[config.mk]
export PLATFORM = sky130hd
export DESIGN_NAME = hazard_control_unit
export DESIGN_NICKNAME = d
export VERILOG_FILES = /design/src/rtl/yarc_pkg.sv /design/src/rtl/hcu_mem_watchdog.sv /design/src/rtl/hazard_control_unit.sv
export SDC_FILE = /design/constraint.sdc
export NUM_CORES = 1
export LEC_CHECK = 0
export ABC_AREA = 1
export CAP_MARGIN = 10
export CORE_ASPECT_RATIO = 0.9
export CORE_UTILIZATION = 24
export CTS_BUF_LIST = sky130_fd_sc_hd__clkbuf_16
export CTS_CLUSTER_SIZE = 12
export DETAILED_ROUTE_END_ITERATION = 10
export RECOVER_POWER = 25
export SYNTH_ARGS = -nofsm -noshare
export SYNTH_HDL_FRONTEND = slang
export SYNTH_SLANG_ARGS = --single-unit
[constraint.sdc]
create_clock -name clk -period 1.4 [get_ports clk]
set_input_delay 0.14 -clock clk [delete_from_list [all_inputs] [get_ports clk]]
set_output_delay 0.14 -clock clk [all_outputs]
set_load 0.03 [all_outputs]
[src/rtl/yarc_pkg.sv]
`default_nettype none
// ============================================================================
// Module      : yarc_pkg
// Description : Shared types and constants for the YARC pipeline sequencer.
// Revision    : 1.0 - initial release
// ============================================================================
package yarc_pkg;

    // Pipeline sequencer modes
    typedef enum logic [1:0] {
        RUN    = 2'd0,
        DRAIN  = 2'd1,
        HALTED = 2'd2,
        FAULT  = 2'd3
    } hcu_state_t;

    localparam int DRAIN_CYCLES = 4;
    localparam int REG_ADDR_W   = 5;
    localparam int DRAIN_CNT_W  = 3;

    localparam logic [DRAIN_CNT_W-1:0] c_DRAIN_LAST = DRAIN_CNT_W'(DRAIN_CYCLES - 1);

    // True when the ID instruction reads the register a load in EX is about to write.
    // x0 is hard-wired to zero, so it never creates a dependency.
    function automatic logic load_use_hit(
        input logic                  ex_valid,
        input logic                  ex_load,
        input logic [REG_ADDR_W-1:0] ex_rd,
        input logic                  use_rs1,
        input logic [REG_ADDR_W-1:0] rs1,
        input logic                  use_rs2,
        input logic [REG_ADDR_W-1:0] rs2
    );
        return ex_valid && ex_load && (ex_rd != '0) &&
               ((use_rs1 && (rs1 == ex_rd)) || (use_rs2 && (rs2 == ex_rd)));
    endfunction

endpackage : yarc_pkg
`default_nettype wire

[src/rtl/hcu_mem_watchdog.sv]
`default_nettype none
// ============================================================================
// Module      : hcu_mem_watchdog
// Description : Counts consecutive data-memory stall cycles and pulses expire
//               during the MEM_TIMEOUT-th one, so the fault lands on the edge
//               that ends it. Any non-stalled cycle clears the count.
// Revision    : 1.0 - initial release
// ============================================================================
module hcu_mem_watchdog #(
    parameter int MEM_TIMEOUT = 255
) (
    input  logic clk,
    input  logic rst,
    input  logic i_stall,
    output logic o_expire
);

    localparam int c_CNT_W = $clog2(MEM_TIMEOUT + 1);
    localparam logic [c_CNT_W-1:0] c_LAST = c_CNT_W'(MEM_TIMEOUT - 1);

    logic [c_CNT_W-1:0] r_count;

    assign o_expire = i_stall && (r_count == c_LAST);

    // Consecutive-stall counter; a completed or absent access restarts it
    always_ff @(posedge clk or negedge rst) begin
        if (!rst) begin
            r_count <= '0;
        end else if (i_stall) begin
            r_count <= r_count + 1'b1;
        end else begin
            r_count <= '0;
        end
    end

endmodule : hcu_mem_watchdog
`default_nettype wire

[src/rtl/hazard_control_unit.sv]
`default_nettype none
// ============================================================================
// Module      : hazard_control_unit
// Description : 5-stage pipeline sequencer: load-use bubbles, taken-branch
//               flushes, dmem wait-state freeze with watchdog, debug halt.
//               Optional macro YARC_HCU_PERF_CNT_EN adds stall/flush counters.
// Revision    : 1.0 - initial release
// ============================================================================
module hazard_control_unit
    import yarc_pkg::*;
#(
    parameter int MEM_TIMEOUT = 255
) (
    input  logic                  clk,
    input  logic                  rst,
    input  logic [REG_ADDR_W-1:0] id_rs1,
    input  logic [REG_ADDR_W-1:0] id_rs2,
    input  logic                  id_uses_rs1,
    input  logic                  id_uses_rs2,
    input  logic [REG_ADDR_W-1:0] id_ex_rd,
    input  logic                  id_ex_mem_read,
    input  logic                  id_ex_ins_valid,
    input  logic                  ex_branch_taken,
    input  logic                  dmem_req,
    input  logic                  dmem_ready,
    input  logic                  halt_req,
    output logic                  pc_en,
    output logic                  if_id_en,
    output logic                  id_ex_en,
    output logic                  ex_mem_en,
    output logic                  mem_wb_en,
    output logic                  if_id_flush,
    output logic                  id_ex_flush,
    output logic                  mem_wb_flush,
    output logic                  halt_ack,
    output logic                  mem_fault
`ifdef YARC_HCU_PERF_CNT_EN
    ,
    output logic [31:0]           stall_cycles,
    output logic [31:0]           flush_events
`endif
);

    hcu_state_t             r_state;
    logic [DRAIN_CNT_W-1:0] r_drain_cnt;

    logic w_mem_stall;
    logic w_load_use;
    logic w_active;
    logic w_wd_stall;
    logic w_wd_expire;

    assign w_mem_stall = dmem_req & ~dmem_ready;
    assign w_load_use  = load_use_hit(id_ex_ins_valid, id_ex_mem_read, id_ex_rd,
                                      id_uses_rs1, id_rs1, id_uses_rs2, id_rs2);
    assign w_active    = (r_state == RUN) || (r_state == DRAIN);
    assign w_wd_stall  = w_active & w_mem_stall;

    hcu_mem_watchdog #(
        .MEM_TIMEOUT (MEM_TIMEOUT)
    ) u_mem_watchdog (
        .clk      (clk),
        .rst      (rst),
        .i_stall  (w_wd_stall),
        .o_expire (w_wd_expire)
    );

    // Same-cycle enable/flush strobes; reset forces a frozen, bubble-filled pipe
    always_comb begin
        pc_en        = 1'b0;
        if_id_en     = 1'b0;
        id_ex_en     = 1'b0;
        ex_mem_en    = 1'b0;
        mem_wb_en    = 1'b0;
        if_id_flush  = 1'b0;
        id_ex_flush  = 1'b0;
        mem_wb_flush = 1'b0;
        halt_ack     = 1'b0;
        mem_fault    = 1'b0;
        if (!rst) begin
            if_id_flush  = 1'b1;
            id_ex_flush  = 1'b1;
            mem_wb_flush = 1'b1;
        end else begin
            case (r_state)
                RUN: begin
                    if (w_mem_stall) begin
                        mem_wb_flush = 1'b1;
                    end else if (ex_branch_taken) begin
                        {pc_en, if_id_en, id_ex_en, ex_mem_en, mem_wb_en} = 5'b11111;
                        if_id_flush = 1'b1;
                        id_ex_flush = 1'b1;
                    end else if (w_load_use) begin
                        // Hold PC and IF/ID, inject one bubble into EX
                        {id_ex_en, ex_mem_en, mem_wb_en} = 3'b111;
                        id_ex_flush = 1'b1;
                    end else begin
                        {pc_en, if_id_en, id_ex_en, ex_mem_en, mem_wb_en} = 5'b11111;
                    end
                end
                DRAIN: begin
                    if (w_mem_stall) begin
                        mem_wb_flush = 1'b1;
                    end else begin
                        // Stop fetching; a taken branch still redirects the PC
                        pc_en       = ex_branch_taken;
                        {if_id_en, id_ex_en, ex_mem_en, mem_wb_en} = 4'b1111;
                        if_id_flush = 1'b1;
                        id_ex_flush = ex_branch_taken;
                    end
                end
                HALTED: begin
                    halt_ack = 1'b1;
                end
                default: begin
                    if_id_flush  = 1'b1;
                    id_ex_flush  = 1'b1;
                    mem_wb_flush = 1'b1;
                    mem_fault    = 1'b1;
                end
            endcase
        end
    end

    // Sequencer state and drain progress
    always_ff @(posedge clk or negedge rst) begin
        if (!rst) begin
            r_state     <= RUN;
            r_drain_cnt <= '0;
        end else begin
            case (r_state)
                RUN: begin
                    if (w_wd_expire) begin
                        r_state <= FAULT;
                    end else if (!w_mem_stall && !ex_branch_taken && !w_load_use && halt_req) begin
                        r_state     <= DRAIN;
                        r_drain_cnt <= '0;
                    end
                end
                DRAIN: begin
                    if (w_wd_expire) begin
                        r_state <= FAULT;
                    end else if (!w_mem_stall) begin
                        if (r_drain_cnt == c_DRAIN_LAST) begin
                            r_state <= HALTED;
                        end else begin
                            r_drain_cnt <= r_drain_cnt + 1'b1;
                        end
                    end
                end
                HALTED: begin
                    if (!halt_req) begin
                        r_state <= RUN;
                    end
                end
                default: begin
                    r_state <= FAULT;
                end
            endcase
        end
    end

`ifdef YARC_HCU_PERF_CNT_EN
    logic [31:0] r_stall_cycles;
    logic [31:0] r_flush_events;

    assign stall_cycles = r_stall_cycles;
    assign flush_events = r_flush_events;

    // Free-running event counters, frozen outside RUN/DRAIN
    always_ff @(posedge clk or negedge rst) begin
        if (!rst) begin
            r_stall_cycles <= '0;
            r_flush_events <= '0;
        end else if (w_active) begin
            if (w_mem_stall ||
                ((r_state == RUN) && !ex_branch_taken && w_load_use)) begin
                r_stall_cycles <= r_stall_cycles + 32'd1;
            end
            if (!w_mem_stall && ex_branch_taken) begin
                r_flush_events <= r_flush_events + 32'd1;
            end
        end
    end
`endif

endmodule : hazard_control_unit
`default_nettype wire

==> impl_metrics.json <==
{
  "status": "complete, but fails checks",
  "violations": "setup timing",
  "crit_required_ns": 1.26,
  "timing.rr.start": "r_state[1]$_DFFE_PN0P_",
  "synth_most_common_cell": "nand2_1",
  "tightestPinTransition_ns": 0.286,
  "die_y_um": 65.6,
  "setup-violations-final": 3,
  "synth_enable_flop_cells": 0,
  "yosysTopAreaCell": "dfrtp_1",
  "place.gp.congestion": 0.776,
  "clk_pin_slew_ns": 0.04,
  "synth_cell_types": 22,
  "grt_start_max_net_pins": 15,
  "min_period_ns": 1.45,
  "antenna_left": 0,
  "max_stage_delay_ns": 0.46,
  "tns_ns": -0.0956,
  "drc": 0,
  "syn2layout_area_growth_pct": 68.6,
  "antenna_found_initial": 0,
  "core_um2": 4180,
  "worstSkewPairLatency_ns": 0.24,
  "syn_area_per_cell_um2": 6.37,
  "cp_max_fo": 4,
  "start_kind": "register",
  "insertedDiodeCount": 0,
  "grt_pass1_wl_um": 4640,
  "maxSlewHeadroom_pct": 80.9,
  "pre_cts_slack_ns": -0.319,
  "synth_flop_cell": "dfrtp_1",
  "wl_um": 2860,
  "seq_area_frac_synth_pct": 30.2,
  "holdBufCountCts": 0,
  "grt_pass1_vias": 1059,
  "power_mw": 2.49,
  "cp_slowest_cell": "dfrtp_2",
  "root_buffer": "clkbuf_16",
  "drive_above_1_share_pct": 35.0,
  "drt_pass1_iterations": 4,
  "initial_utilization_pct": 25.7,
  "p_leak_nw": 0.950,
  "async_reset_ff_share_pct": 100,
  "startpoint": "r_state[1]$_DFFE_PN0P_",
  "ir_drop_mv": 0.610,
  "rsz0062_at_grt": "true",
  "powerDensity_nw_per_um2": 1370,
  "vias": 1179,
  "avgViaCountPerCell": 4.12,
  "slew_viol_final": 0,
  "min_period_over_period_pct": 104,
  "die_area_um2": 4760,
  "drt_iter0_markers": 55,
  "grtUsageTotal_pct": 12.4,
  "max_freq_mhz": 689,
  "yosys_register_bits": 13,
  "hpwl_um": 2160,
  "path_class": "reg -> out",
  "routedWlPerCell_um": 9.98,
  "cts_tree": "built",
  "numCtsBuffers": 3,
  "synth_nets": 198,
  "rows": 22,
  "grt-ovfl-total": 0,
  "cpMostUsedCell": "nand2_1",
  "port_buffers": 34,
  "crit_chain": "inv_2 -> nand2_4 -> a21oi_4 -> nand2_1 -> nand2_1 -> buf_6",
  "nNetsFinal": 256,
  "ys.warnings.count": 0,
  "die_x_um": 72.6,
  "cp-end-kind": "output pin",
  "cap_violations": 0,
  "n_fill_cell": 427,
  "hold_viol_final": 0,
  "synth_common_cells": "nand2_1 (49), inv_1 (25), nor2_1 (19), dfrtp_1 (13), nand3_1 (11)",
  "htree_levels": 1,
  "clock_path_buffers": 2,
  "clock_sinks": 13,
  "synth_top_area_share_pct": 30.2,
  "min_path_type": "in -> async",
  "io_pins": 35,
  "syn_inst": 169,
  "fin_worst_skew_ns": 0.000970,
  "yosys-top-cells-area": "dfrtp_1 (30%), nand2_1 (17%), inv_1 (8.7%)",
  "postLayoutSetupSlackWorst_ns": -0.0514,
  "arrival_ns": 1.31,
  "netlist_area_um2": 1080
}
## final cells by class
type	count	area, µm²	area share (%)
Tap cell	60	75.1	4.13
Multi-Input combinational cell	121	724	39.9
Clock buffer	3	75.1	4.13
Sequential cell	13	328	18.0
Inverter	32	125	6.89
Clock inverter	1	3.75	0.207
Timing Repair Buffer	56	485	26.7
## cell families (layout without fill, tap and decap cells)
kind of cell	after synthesis	count (layout)	synth area share [%]
compound gates	14	14	7.67
flops	13	13	30.2
simple gates	103	103	44.3
fa+ha+maj	4	4	4.65
buf+inv	35	92	13.2
## worst max-delay path, delay by kind of cell, from the launching register on
family          cells  cell delay [ns]
compound gates      1             0.14
buf+inv             2             0.23
flops               1             0.46
simple gates        3             0.23
## cells in the final DEF, fill, tap and decap left out, drive strengths merged, types with 4 or more instances in the layout
cell type,netlist,layout
nor2,23,23
nor3,5,5
nand3,14,14
clkdlybuf4s50,0,6
dfrtp,13,13
a21oi,8,8
buf,3,32
ha,4,4
inv,32,33
nand2,52,52
dlygate4sd2,0,13
nand4,4,4
clkbuf,0,7
## power by group
part	internal (mW)	total (mW)	leakage [nW]	switching, mW
Clock	0.376	0.530	0.0423	0.154
Combinational	0.682	1.44	0.734	0.760
Sequential	0.440	0.521	0.174	0.0811
## metrics by stage
stage / hold WS (ns) / util [%] / instances / area [µm²]
6_report: 0.237 / 43.4 / 286 / 1820
2_1_floorplan: -0.156 / - / 169 / 1080
5_1_grt: 0.268 / 43.4 / 286 / 1820
3_3_place_gp: 0.460 / 37.2 / 272 / 1560
4_1_cts: 0.242 / 41.6 / 283 / 1740
3_5_place_dp: 0.474 / 37.2 / 272 / 1560
## worst paths after layout
check                                                      end  slack [ns]  cells after the start
setup / recovery                                   id_ex_flush       -0.05                      6
hold / removal             u_mem_watchdog.r_count[5]$_DFF_PN0_        0.24                      2
setup reg to reg                        r_state[1]$_DFFE_PN0P_        0.03                      9
hold reg to reg                     r_drain_cnt[2]$_DFFE_PN0P_        0.48                      2
max in group asynchronous               r_state[0]$_DFFE_PN0P_        0.98                      2
min in group clk           u_mem_watchdog.r_count[6]$_DFF_PN0_        0.46                      7
## state kept, by name, summed over array words and instances (netlist names)
name                    flops
r_drain_cnt                 3
r_state                     2
u_mem_watchdog.r_count      8
## metal layers
| layer | wire length (µm) | GRT usage, % |
|---|---|---|
| met2 | 1290 | 18.9 |
| met3 | 106 | 1.69 |
| met5 | 0 | 0 |
| met4 | 38 | 4.41 |
| met1 | 1420 | 17.8 |
## repair_timing
action / 4_1_cts / 5_1_grt
buffers inserted: 7 / 3
endpoints found under the setup margin: 10 / 11
pin swaps: 15 / 12
gates resized for setup: 39 / 24
cloned: 0 / 0
Note: power is estimated with default switching activity, not from simulation.
